File: src/rtl/phy_pkg.sv
// Shared constants for the PHY receive path: word geometry, FSM encoding and
// the byte-lane placement helper used by the word assembler.
package phy_pkg;

  localparam int BYTE_W         = 8;
  localparam int WORD_W         = 32;
  localparam int BYTES_PER_WORD = 4;
  localparam int IDX_W          = $clog2(BYTES_PER_WORD);

  localparam logic [0:0] ST_IDLE    = 1'b0;
  localparam logic [0:0] ST_COLLECT = 1'b1;

  // Bit offset of byte k inside a word, for either arrival order.
  function automatic int lane_lsb(input int k, input bit msb_first);
    if (msb_first) begin
      return WORD_W - BYTE_W * (k + 1);
    end
    return BYTE_W * k;
  endfunction

endpackage

File: src/rtl/phy_rx_word_assembler_if.sv
// Byte-in / word-out bundle of the receive word assembler. The master side
// feeds bytes and counter clears; the slave side returns words and status.
interface phy_rx_word_assembler_if
  import phy_pkg::*;
#(
  parameter int CNT_W = 16
);

  logic              valid_in;
  logic [BYTE_W-1:0] data_in;
  logic              clear_cnt;
  logic              valid_out;
  logic [WORD_W-1:0] data_out;
  logic              err_partial;
  logic [CNT_W-1:0]  word_count;
  logic              busy;

  modport master (
    output valid_in, data_in, clear_cnt,
    input  valid_out, data_out, err_partial, word_count, busy
  );

  modport slave (
    input  valid_in, data_in, clear_cnt,
    output valid_out, data_out, err_partial, word_count, busy
  );

endinterface

File: src/rtl/phy_rx_word_assembler.sv
// Rebuilds 32-bit words from the received byte stream, flags words cut short
// by a valid gap and keeps a saturating count of delivered words.
module phy_rx_word_assembler
  import phy_pkg::*;
#(
  parameter bit MSB_FIRST = 1'b1,
  parameter int CNT_W     = 16
) (
  input  logic                   clk_4f,
  input  logic                   reset_L,
  phy_rx_word_assembler_if.slave bus
);

  localparam logic [CNT_W-1:0] CNT_MAX  = {CNT_W{1'b1}};
  localparam logic [IDX_W-1:0] IDX_LAST = IDX_W'(BYTES_PER_WORD - 1);

  logic [0:0]        r_state;
  logic [IDX_W-1:0]  r_idx;
  logic [WORD_W-1:0] r_shift;
  logic [WORD_W-1:0] r_data;
  logic              r_valid;
  logic              r_err;
  logic [CNT_W-1:0]  r_cnt;

  logic [WORD_W-1:0] w_word;
  logic              w_last;

  // Current byte merged into its slot so the 4th byte can be emitted directly.
  generate
    for (genvar gi = 0; gi < BYTES_PER_WORD; gi++) begin : g_lane
      localparam int LSB = lane_lsb(gi, MSB_FIRST);
      assign w_word[LSB +: BYTE_W] = (r_idx == IDX_W'(gi)) ? bus.data_in
                                                            : r_shift[LSB +: BYTE_W];
    end
  endgenerate

  assign w_last = bus.valid_in && (r_idx == IDX_LAST);

  always_ff @(posedge clk_4f) begin
    if (!reset_L) begin
      r_state <= ST_IDLE;
      r_idx   <= '0;
      r_shift <= '0;
      r_data  <= '0;
      r_valid <= 1'b0;
      r_err   <= 1'b0;
    end else begin
      r_valid <= 1'b0;
      r_err   <= 1'b0;
      if (bus.valid_in) begin
        if (w_last) begin
          r_data  <= w_word;
          r_valid <= 1'b1;
          r_idx   <= '0;
          r_shift <= '0;
          r_state <= ST_IDLE;
        end else begin
          r_shift <= w_word;
          r_idx   <= r_idx + 1'b1;
          r_state <= ST_COLLECT;
        end
      end else if (r_state == ST_COLLECT) begin
        r_err   <= 1'b1;
        r_idx   <= '0;
        r_shift <= '0;
        r_state <= ST_IDLE;
      end
    end
  end

  // Counted at the completing edge so word_count moves together with valid_out.
  always_ff @(posedge clk_4f) begin
    if (!reset_L) begin
      r_cnt <= '0;
    end else if (bus.clear_cnt) begin
      r_cnt <= '0;
    end else if (w_last && (r_cnt != CNT_MAX)) begin
      r_cnt <= r_cnt + 1'b1;
    end
  end

  assign bus.valid_out   = r_valid;
  assign bus.data_out    = r_data;
  assign bus.err_partial = r_err;
  assign bus.word_count  = r_cnt;
  assign bus.busy        = (r_state == ST_COLLECT);

endmodule

File: src/flat_wrapper.sv
// flat-port wrapper written by rule: the top's interface ports become plain ports
module phy_rx_word_assembler_flat import phy_pkg::*;
#(
  parameter bit MSB_FIRST = 1'b1,
  parameter int CNT_W     = 16
)
  (clk_4f, reset_L, bus_valid_in, bus_data_in, bus_clear_cnt, bus_valid_out, bus_data_out, bus_err_partial, bus_word_count, bus_busy);
  phy_rx_word_assembler_if #(.CNT_W(CNT_W)) bus_i ();
  input  logic clk_4f;
  input  logic reset_L;
  input wire logic [$bits(bus_i.valid_in)-1:0] bus_valid_in;
  input wire logic [$bits(bus_i.data_in)-1:0] bus_data_in;
  input wire logic [$bits(bus_i.clear_cnt)-1:0] bus_clear_cnt;
  output wire logic [$bits(bus_i.valid_out)-1:0] bus_valid_out;
  output wire logic [$bits(bus_i.data_out)-1:0] bus_data_out;
  output wire logic [$bits(bus_i.err_partial)-1:0] bus_err_partial;
  output wire logic [$bits(bus_i.word_count)-1:0] bus_word_count;
  output wire logic [$bits(bus_i.busy)-1:0] bus_busy;
  assign bus_i.valid_in = bus_valid_in;
  assign bus_i.data_in = bus_data_in;
  assign bus_i.clear_cnt = bus_clear_cnt;
  assign bus_valid_out = bus_i.valid_out;
  assign bus_data_out = bus_i.data_out;
  assign bus_err_partial = bus_i.err_partial;
  assign bus_word_count = bus_i.word_count;
  assign bus_busy = bus_i.busy;
  phy_rx_word_assembler #(.MSB_FIRST(MSB_FIRST), .CNT_W(CNT_W)) u_core (.clk_4f(clk_4f), .reset_L(reset_L), .bus(bus_i));
endmodule
File: config.mk
export PLATFORM = sky130hd
export DESIGN_NAME = phy_rx_word_assembler_flat
export DESIGN_NICKNAME = d
export VERILOG_FILES = /design/src/rtl/phy_pkg.sv /design/src/rtl/phy_rx_word_assembler_if.sv /design/src/rtl/phy_rx_word_assembler.sv /design/src/flat_wrapper.sv
export SDC_FILE = /design/constraint.sdc
export NUM_CORES = 1
export LEC_CHECK = 0
export CORE_MARGIN = 5
export CORE_UTILIZATION = 50
export DETAILED_ROUTE_END_ITERATION = 8
export HOLD_SLACK_MARGIN = 0.06
export PLACE_DENSITY = 0.76
export SYNTH_ARGS = -nofsm -noshare
export SYNTH_HDL_FRONTEND = slang
export SYNTH_SLANG_ARGS = --single-unit
File: constraint.sdc
create_clock -name clk_4f -period 2.1 [get_ports clk_4f]
set_clock_uncertainty 0.05 [all_clocks]
set_input_delay 0.42 -clock clk_4f [delete_from_list [all_inputs] [get_ports clk_4f]]
set_output_delay 0.42 -clock clk_4f [all_outputs]
set_load 0.005 [all_outputs]
==> summary.txt, run 1 <==
status -> finished, final reports clean
first-pass GRT wire length -> 13.3 mm
last element of the critical path -> u_core.bus.word_count[15]
max-capacitance violation count -> 0
maximum clock path buffer count -> 2
Starting Density -> 50.6%
CP required -> 2330 ps
Placed Instance Area -> 0.00445 mm^2
drc violations -> 0
Mean Syn Cell Area -> 9.86 um^2
Core Area -> 0.00714 mm^2
die area -> 0.00902 mm^2
critical path's largest stage delay -> 500 ps
die height -> 95.0 um
CTS tree -> built
post-CTS setup buffers -> 0
critical path cell sequence -> and4_4, or4b_4, or4_1, a21oi_1
# setup viols final -> 0
synth cell count leaders -> 85 x dfxtp_1, 39 x nand2_1, 34 x mux2i_1
die width -> 95.0 um
Syn Inst Count -> 366
vias in the first global route -> 2748
IO buf count -> 62
#FFs+latches synth -> 85
Synth Cell Area -> 0.00361 mm^2
global route total overflow -> 0
share of cells above drive strength 1 -> 11.3%
reg2reg start -> u_core.bus.word_count[2]
Routed Antenna Nets -> 0
root buffer cell -> clkbuf_8
Critical Path AT -> 2230 ps
vias per cell -> 5.43
Inserted Clock Buffers -> 9
period utilization -> 95.2%
CP Capture Type -> flip-flop
Clock Sinks -> 85
WL final -> 8.07 mm
share of the synthesized area in the top cell type -> 47.1%
hold crit path type -> in2reg
critical path type -> reg2reg
Yosys cell types -> 35
drt first-iter violations -> 136
Pre-antenna DRT Iters -> 5
Via Count -> 2947
WL per Instance -> 14.9 um
diode count -> 0
initial antenna violation count -> 0
Slew Viols, Final -> 0
Hold Vio Cnt, Final -> 0
clock latency on the worst-skew pair -> 350 ps
worst slew pin tran -> 587 ps
register area share after synthesis -> 47.1%
IO Count -> 63
unrepaired setup endpoints after global routing -> false
Global Route Usage Sum -> 18.7%
pin count of the biggest net entering global routing -> 65
async set-reset flop share out of synthesis -> 0%
Worst Path Max Fanout -> 6
row cnt -> 31
R2R depth -> 4
r2r setup slk -> 100 ps
worst vdd ir -> 0.407 mV
CP top delay family -> simple AND/OR/NAND/NOR gates
area grow syn2layout -> 29.3%
power density cells -> 671 mW/mm^2
FMAX -> 0.500 GHz
P_leak -> 1.99 nW
synth top area cells -> dfxtp_1 47%, mux2i_1 9.4%, o211a_1 8.9%
Slew HR -> 60.9%
dpl hpwl -> 5.52 mm
Yosys top cell by area -> dfxtp_1
Slowest cell on crit path -> or4_1
Finished Core Util -> 65.4%
cts hold-fix bufs -> 0
critical path depth -> 4
H-tree Lvls -> 3
CP Launch Type -> flip-flop
syn_nets -> 384
clock slew at reported path FFs -> 80 ps
Critical path buffers and inverters -> 0
reg2reg end -> u_core.bus.word_count[15]
number of synthesized flops with an enable pin -> 0
Top FF cell, synth -> dfxtp_1
minimum clock period -> 2000 ps
Nets -> 457
CTS resizes -> 0
final instance area -> 0.00467 mm^2
most frequent cell after synthesis -> dfxtp_1
GPL Wtd Cong -> 0.816
Critical Path Start -> u_core.bus.word_count[2]
Syn. warnings -> 0
layer usage:
layer	vias to the layer above	GRT usage, %	share of wire [%]
li1	1472	-	-
met1	1409	25.3	48
met2	52	28.8	47
met3	14	4.22	3.5
met4	0	7.09	1.8
met5	-	0	0
kinds of logic (layout without fill, tap and decap cells):
kind of cell	after synthesis	after routing	synth area share (%)
AOI/OAI and AO/OA	91	91	19.7
xor gates and xnor gates	1	1	0.243
adders and majority gates	6	6	2.08
buffers and inverters	30	108	3.29
DFF	85	85	47.1
muxes	34	34	9.43
and+or+nand+nor	119	119	18.1
through the flow:
stage	setup TNS [ps]	hold slack (ps)	instances	power [mW]	setup slack, ps
global placement	-405	391	527	1.97	-140
floorplan	0	379	366	1.85	194
CTS	0	377	543	3.16	62.6
detailed placement	-642	397	527	1.97	-191
global route	0	377	543	3.27	7.51
finish	0	389	543	3.13	101
registers in the layout, summed over array words and instances (netlist names):
name                    count
u_core.r_shift             32
u_core.bus.valid_out        1
u_core.bus.data_out        32
u_core.bus.word_count      16
u_core.bus.err_partial      1
u_core.bus.busy             1
u_core.r_idx                2
how the worst min path moves through the flow:
stage                                 start  slack [ps]  cells after the start                      end
after floorplan           u_core.r_shift[0]         380                      1        u_core.r_shift[0]
after global placement    u_core.r_shift[4]         390                      1        u_core.r_shift[4]
after detailed placement  u_core.r_shift[2]         400                      1        u_core.r_shift[2]
after CTS                           reset_L         380                      2  u_core.bus.data_out[17]
after global routing                reset_L         380                      2  u_core.bus.data_out[17]
final                               reset_L         390                      2  u_core.bus.data_out[17]
worst reg2reg max path, delay by kind of cell (launching register included):
kind / cells / cell delay [ps]
simple gates: 3 / 1270
flops: 1 / 450
compound gates: 1 / 150
report_power, final:
part,total (mW),internal [mW],switching (mW)
clock,1.20,0.614,0.585
sequential,1.66,1.64,0.0167
combinational,0.280,0.137,0.143
total,3.13,2.39,0.744
area by class of cell:
type | count | area, um^2
tap | 99 | 124
clock buffer | 11 | 151
inverter | 5 | 18.8
fill | 636 | 2470
sequential | 85 | 1700
clock inverter | 5 | 58.8
multi-input combinational | 251 | 1800
timing repair buffer | 87 | 816
placed cells by master (no fill, tap or decap), drive strengths merged, types with 5 or more instances in the layout:
master	netlist	layout
a21oi	16	16
a22oi	21	21
and2	14	14
buf	1	26
clkbuf	23	11
clkdlybuf4s50	0	61
dfxtp	85	85
ha	6	6
inv	5	5
mux2i	34	34
nand2	39	39
nand3	5	5
nand4	5	5
nor2b	28	28
o211a	32	32
o21ai	9	9
or3	8	8
No activity file was read; power rests on OpenSTA's default activity.
==> run 2, diff against run 1 <==
Settings changed: CELL_PAD_IN_SITES_DETAIL_PLACEMENT set to 0, CELL_PAD_IN_SITES_GLOBAL_PLACEMENT set to 1, CORE_UTILIZATION 50 to 40, PLACE_DENSITY 0.76 to not set, PLACE_DENSITY_LB_ADDON set to 0.1.
==> run 2 against run 1 <==
  * Non-clock buffer count rose by 20
  * Cell count rose by 5.2%
  * Via count rose by 1.5%
  * Maximum frequency rose by 1.2%
  * Clock power rose by 3%
  * Worst setup slack improved by 23 ps
  * Register-to-register slack improved by 20 ps
  * Final area rose by 3.5%
  * Core utilization fell by 10 points
  * Sequential cell count did not move
  * Critical path depth rose by 1
  * Critical path type unchanged
  * Largest power group unchanged
==> summary.txt, run 2 (synthesis gave the netlist of run 1 again) <==
CTS tree -> built
switch share -> 23.2%
first-pass GRT wire length -> 14.3 mm
Clock Power Share -> 39.1%
cts hold-fix bufs -> 0
die area -> 0.0110 mm^2
busiest grt layer -> met2
IO buf count -> 62
hold crit path type -> reg2reg
Slew HR -> 57.0%
power density cells -> 656 mW/mm^2
Placed Instance Area -> 0.00460 mm^2
CP Launch Type -> flip-flop
die height -> 105 um
Worst Path Max Fanout -> 6
Slew Viols, Final -> 0
Global Route Usage Sum -> 15.8%
vias in the first global route -> 2858
critical path type -> reg2reg
most frequent cells in the layout -> 85 x dfxtp_1, 61 x clkdlybuf4s50_1, 44 x buf_4, 39 x nand2_1, 34 x mux2i_1
Critical Path AT -> 2200 ps
final instance area -> 0.00483 mm^2
Routed Antenna Nets -> 0
period utilization -> 94.1%
dpl hpwl -> 6.11 mm
worst vdd ir -> 0.360 mV
critical path depth -> 5
max-capacitance violation count -> 0
FMAX -> 0.506 GHz
Fillers -> 836
Inserted Clock Buffers -> 9
r2r setup slk -> 120 ps
hold path startpoint -> u_core.r_shift[7]
clock latency on the worst-skew pair -> 350 ps
status -> finished, final reports clean
global route total overflow -> 0
critical path's largest stage delay -> 530 ps
maximum clock path buffer count -> 2
initial antenna violation count -> 0
GR Util met3 -> 3.51%
most common cell after layout, fill and taps aside -> dfxtp_1
clock slew at reported path FFs -> 90 ps
critical path cell sequence -> ha_1, nand3_1, or4b_4, or4_1, a21oi_1
# setup viols final -> 0
row cnt -> 34
root buffer cell -> clkbuf_8
Nets -> 477
die width -> 105 um
met2 usage in global routing -> 24.1%
area grow syn2layout -> 33.8%
unrepaired setup endpoints after global routing -> false
Hold Vio Cnt, Final -> 0
Pre-antenna DRT Iters -> 4
diode count -> 0
Clock Sinks -> 85
Finished Core Util -> 55.1%
worst slew pin tran -> 645 ps
Starting Density -> 41.2%
share of cells above drive strength 1 -> 14.0%
TNS Setup -> 0 ps
reg2reg start -> u_core.r_idx[1]
pin count of the biggest net entering global routing -> 36
drt first-iter violations -> 102
Comb power frac -> 8.7%
Via Count -> 2992
minimum clock period -> 1980 ps
IO Count -> 63
P_leak -> 2.10 nW
Switch Pwr -> 734 uW
vias per cell -> 5.24
CP top delay family -> simple AND/OR/NAND/NOR gates
WL final -> 8.76 mm
last element of the critical path -> u_core.bus.word_count[15]
Slowest cell on crit path -> or4b_4
CP Capture Type -> flip-flop
reg2reg end -> u_core.bus.word_count[15]
Core Area -> 0.00876 mm^2
GPL Wtd Cong -> 0.779
CP required -> 2330 ps
Critical path buffers and inverters -> 0
WL per Instance -> 15.3 um
drc violations -> 0
Internal Power -> 2.44 mW
power share of the sequential group -> 52.2%
Critical Path Start -> u_core.r_idx[1]
H-tree Lvls -> 3
R2R depth -> 5
met1 Track Usage GR -> 22.1%
==> run 2: cell types whose count changed in the layout (fill, tap and decap cells not counted), sizes merged <==
cell	before	now
clkinvlp	2	0
buf	26	46
bufinv	1	2
==> run 2: stage by stage <==
stage	power, mW	setup slack, ps	hold slack, ps	cells
CTS	3.20	42.6	418	570
global route	3.30	38.7	447	571
floorplan	1.85	194	379	366
finish	3.17	124	415	571
global placement	1.97	-148	391	555
detailed placement	1.97	-212	393	555
==> run 2: worst min-delay path by stage <==
stage,end,slack (ps),cells past startpoint
floorplan,u_core.r_shift[0],380,1
global placement,u_core.r_shift[3],390,1
detailed placement,u_core.r_shift[3],390,1
CTS,u_core.r_shift[3],420,1
global route,u_core.r_shift[2],450,1
finish,u_core.r_shift[7],420,1
==> run 2: cell type report <==
| type | instances | area [um^2] | area share [%] |
|---|---|---|---|
| sequential | 85 | 1700 | 35.2 |
| multi-input combinational | 251 | 1800 | 37.3 |
| clock inverter | 4 | 73.8 | 1.53 |
| tap | 108 | 135 | 2.80 |
| inverter | 5 | 18.8 | 0.389 |
| clock buffer | 11 | 131 | 2.72 |
| timing repair buffer | 107 | 966 | 20.0 |
==> run 2: power by group through the flow <==
stage | logic, mW | registers, mW | clock network, mW
final | 0.276 | 1.65 | 1.24
after global routing | 0.304 | 1.66 | 1.34
after CTS | 0.280 | 1.65 | 1.27
after detailed placement | 0.279 | 1.69 | 0
after global placement | 0.278 | 1.69 | 0
after floorplan | 0.155 | 1.69 | 0
==> run 2: what timing repair did <==
item	CTS	global route
hold endpoints to repair	0	0
pin swaps	0	1
endpoints found under the setup margin	9	8
resized for setup	1	0
buffers inserted	0	1
==> run 2: per-layer routing <==
layer  share of wire [%]  wire [um]
met5                   0          0
met4                 1.0         89
met3                 4.0        348
met2                  45       3930
met1                  50       4390
==> run 3, diff against run 2 <==
Settings changed: CORE_UTILIZATION 40 to 48, DONT_BUFFER_PORTS set to 1.
==> run 3 against run 2 <==
  * Hold slack got worse by 330 ps
  * Power rose by 0.60%
  * Highest routed layer unchanged
  * Maximum frequency rose by 0.65%
  * Sequential power barely moved
  * Combinational power fell by 34%
  * Sequential share of layout area rose by 7.6 points
  * Clock-buffer cell count fell by 1
  * Clock power rose by 9%
  * Cell count fell by 18%
  * Final area fell by 18%
  * First-iteration DRC count rose by 74%
  * Critical path type unchanged
==> summary.txt, run 3 (synthesis gave the netlist of run 1 again) <==
Hold Vio Cnt, Final -> 0
hold path startpoint -> bus_valid_in
reg2reg end -> u_core.bus.word_count[15]
dpl hpwl -> 5.30 mm
critical path depth -> 4
CP Capture Type -> flip-flop
Nets -> 385
max-capacitance violation count -> 0
maximum clock path buffer count -> 2
Via Count -> 2642
Core Area -> 0.00729 mm^2
Fillers -> 708
# setup viols final -> 0
first-pass GRT wire length -> 13.2 mm
cts hold-fix bufs -> 0
Starting Density -> 49.5%
most frequent cells in the layout -> 84 x dfxtp_1, 39 x nand2_1, 34 x mux2i_1, 32 x o211a_1, 28 x nor2b_1
TNS Setup -> 0 ps
period utilization -> 93.5%
post-CTS setup buffers -> 0
clock slew at reported path FFs -> 80 ps
unrepaired setup endpoints after global routing -> false
IO Count -> 63
Worst Path Max Fanout -> 6
status -> finished, final reports clean
critical path type -> reg2reg
die height -> 96.7 um
Routed Antenna Nets -> 0
Inserted Clock Buffers -> 9
WL final -> 7.83 mm
drt first-iter violations -> 177
Placed Instance Area -> 0.00375 mm^2
reg2reg start -> u_core.bus.word_count[2]
share of cells above drive strength 1 -> 9.97%
most common cell after layout, fill and taps aside -> dfxtp_1
diode count -> 0
FMAX -> 0.509 GHz
IO buf count -> 0
critical path's largest stage delay -> 500 ps
Slew Viols, Final -> 0
vias in the first global route -> 2516
area grow syn2layout -> 10.2%
r2r setup slk -> 140 ps
CTS tree -> built
P_leak -> 1.74 nW
minimum clock period -> 1960 ps
die width -> 96.7 um
H-tree Lvls -> 3
WHS Endpoint -> u_core.bus.err_partial
critical path cell sequence -> and4_4, or4b_4, or4_1, a21oi_1
Slew HR -> 53.0%
hold crit path type -> in2reg
hold path cells -> 1
worst slew pin tran -> 705 ps
pin count of the biggest net entering global routing -> 65
Slowest cell on crit path -> or4b_4
Pre-antenna DRT Iters -> 4
R2R depth -> 4
worst vdd ir -> 0.433 mV
power density cells -> 801 mW/mm^2
GPL Wtd Cong -> 0.773
Critical Path AT -> 2190 ps
vias per cell -> 5.62
CP required -> 2330 ps
Critical path buffers and inverters -> 0
CP top delay family -> simple AND/OR/NAND/NOR gates
row cnt -> 31
clock latency on the worst-skew pair -> 350 ps
drc violations -> 0
Clock Sinks -> 85
Global Route Usage Sum -> 17.1%
final instance area -> 0.00398 mm^2
die area -> 0.00935 mm^2
root buffer cell -> clkbuf_8
WL per Instance -> 16.7 um
global route total overflow -> 0
initial antenna violation count -> 0
CP Launch Type -> flip-flop
==> run 3: cell count changes in the layout (fill, tap and decap cells not counted), sizes merged <==
| cell | delta |
|---|---|
| clkdlybuf4s50 | -61 |
| buf | -31 |
| bufinv | +1 |
| clkbuf | -1 |
==> run 3: stage by stage <==
step	setup WS [ps]	utilization [%]	std cells	hold slack (ps)	total power [mW]
after floorplan	194	-	366	379	1.85
after global placement	164	51.4	455	391	1.88
after detailed placement	101	51.4	455	393	1.88
after CTS	92.8	54.5	470	72.1	3.22
after global routing	24.4	54.6	470	74.1	3.32
final	137	54.6	470	84.2	3.19
==> run 3: worst max-delay path by stage <==
stage                              from                   endpoint  slack (ps)
2_1_floorplan           u_core.r_idx[0]  u_core.bus.word_count[13]         190
3_3_place_gp            u_core.r_idx[1]  u_core.bus.word_count[15]         160
3_5_place_dp            u_core.r_idx[1]  u_core.bus.word_count[15]         100
4_1_cts                 u_core.r_idx[1]  u_core.bus.word_count[15]          90
5_1_grt        u_core.bus.word_count[0]  u_core.bus.word_count[15]          20
6_report       u_core.bus.word_count[2]  u_core.bus.word_count[15]         140
==> run 3: layout make-up <==
type / count / area, um^2 / area share, %
Inverter: 5 / 18.8 / 0.472
Tap cell: 99 / 124 / 3.11
Clock inverter: 5 / 100 / 2.52
Clock buffer: 10 / 128 / 3.21
Timing Repair Buffer: 15 / 113 / 2.83
Multi-Input combinational cell: 251 / 1790 / 45.1
Sequential cell: 85 / 1700 / 42.8
==> run 3: timing repair <==
action | CTS | global route
setup endpoints to repair | 0 | 2
hold endpoints to repair | 0 | 0
resized for setup | 0 | 2
==> run 3: power breakdown <==
| part | leakage [nW] | switching (mW) | internal, mW |
|---|---|---|---|
| clock | 0.116 | 0.568 | 0.780 |
| sequential | 0.687 | 0.0191 | 1.64 |
| combinational | 0.933 | 0.0923 | 0.0899 |
==> run 3: layer usage <==
metal	global-route usage [%]	vias to the layer above	wire (um)
met3	4.82	10	418
li1	-	1322	-
met1	22.8	1258	3780
met4	7.24	0	116
met2	25.8	52	3520
met5	0	-	0
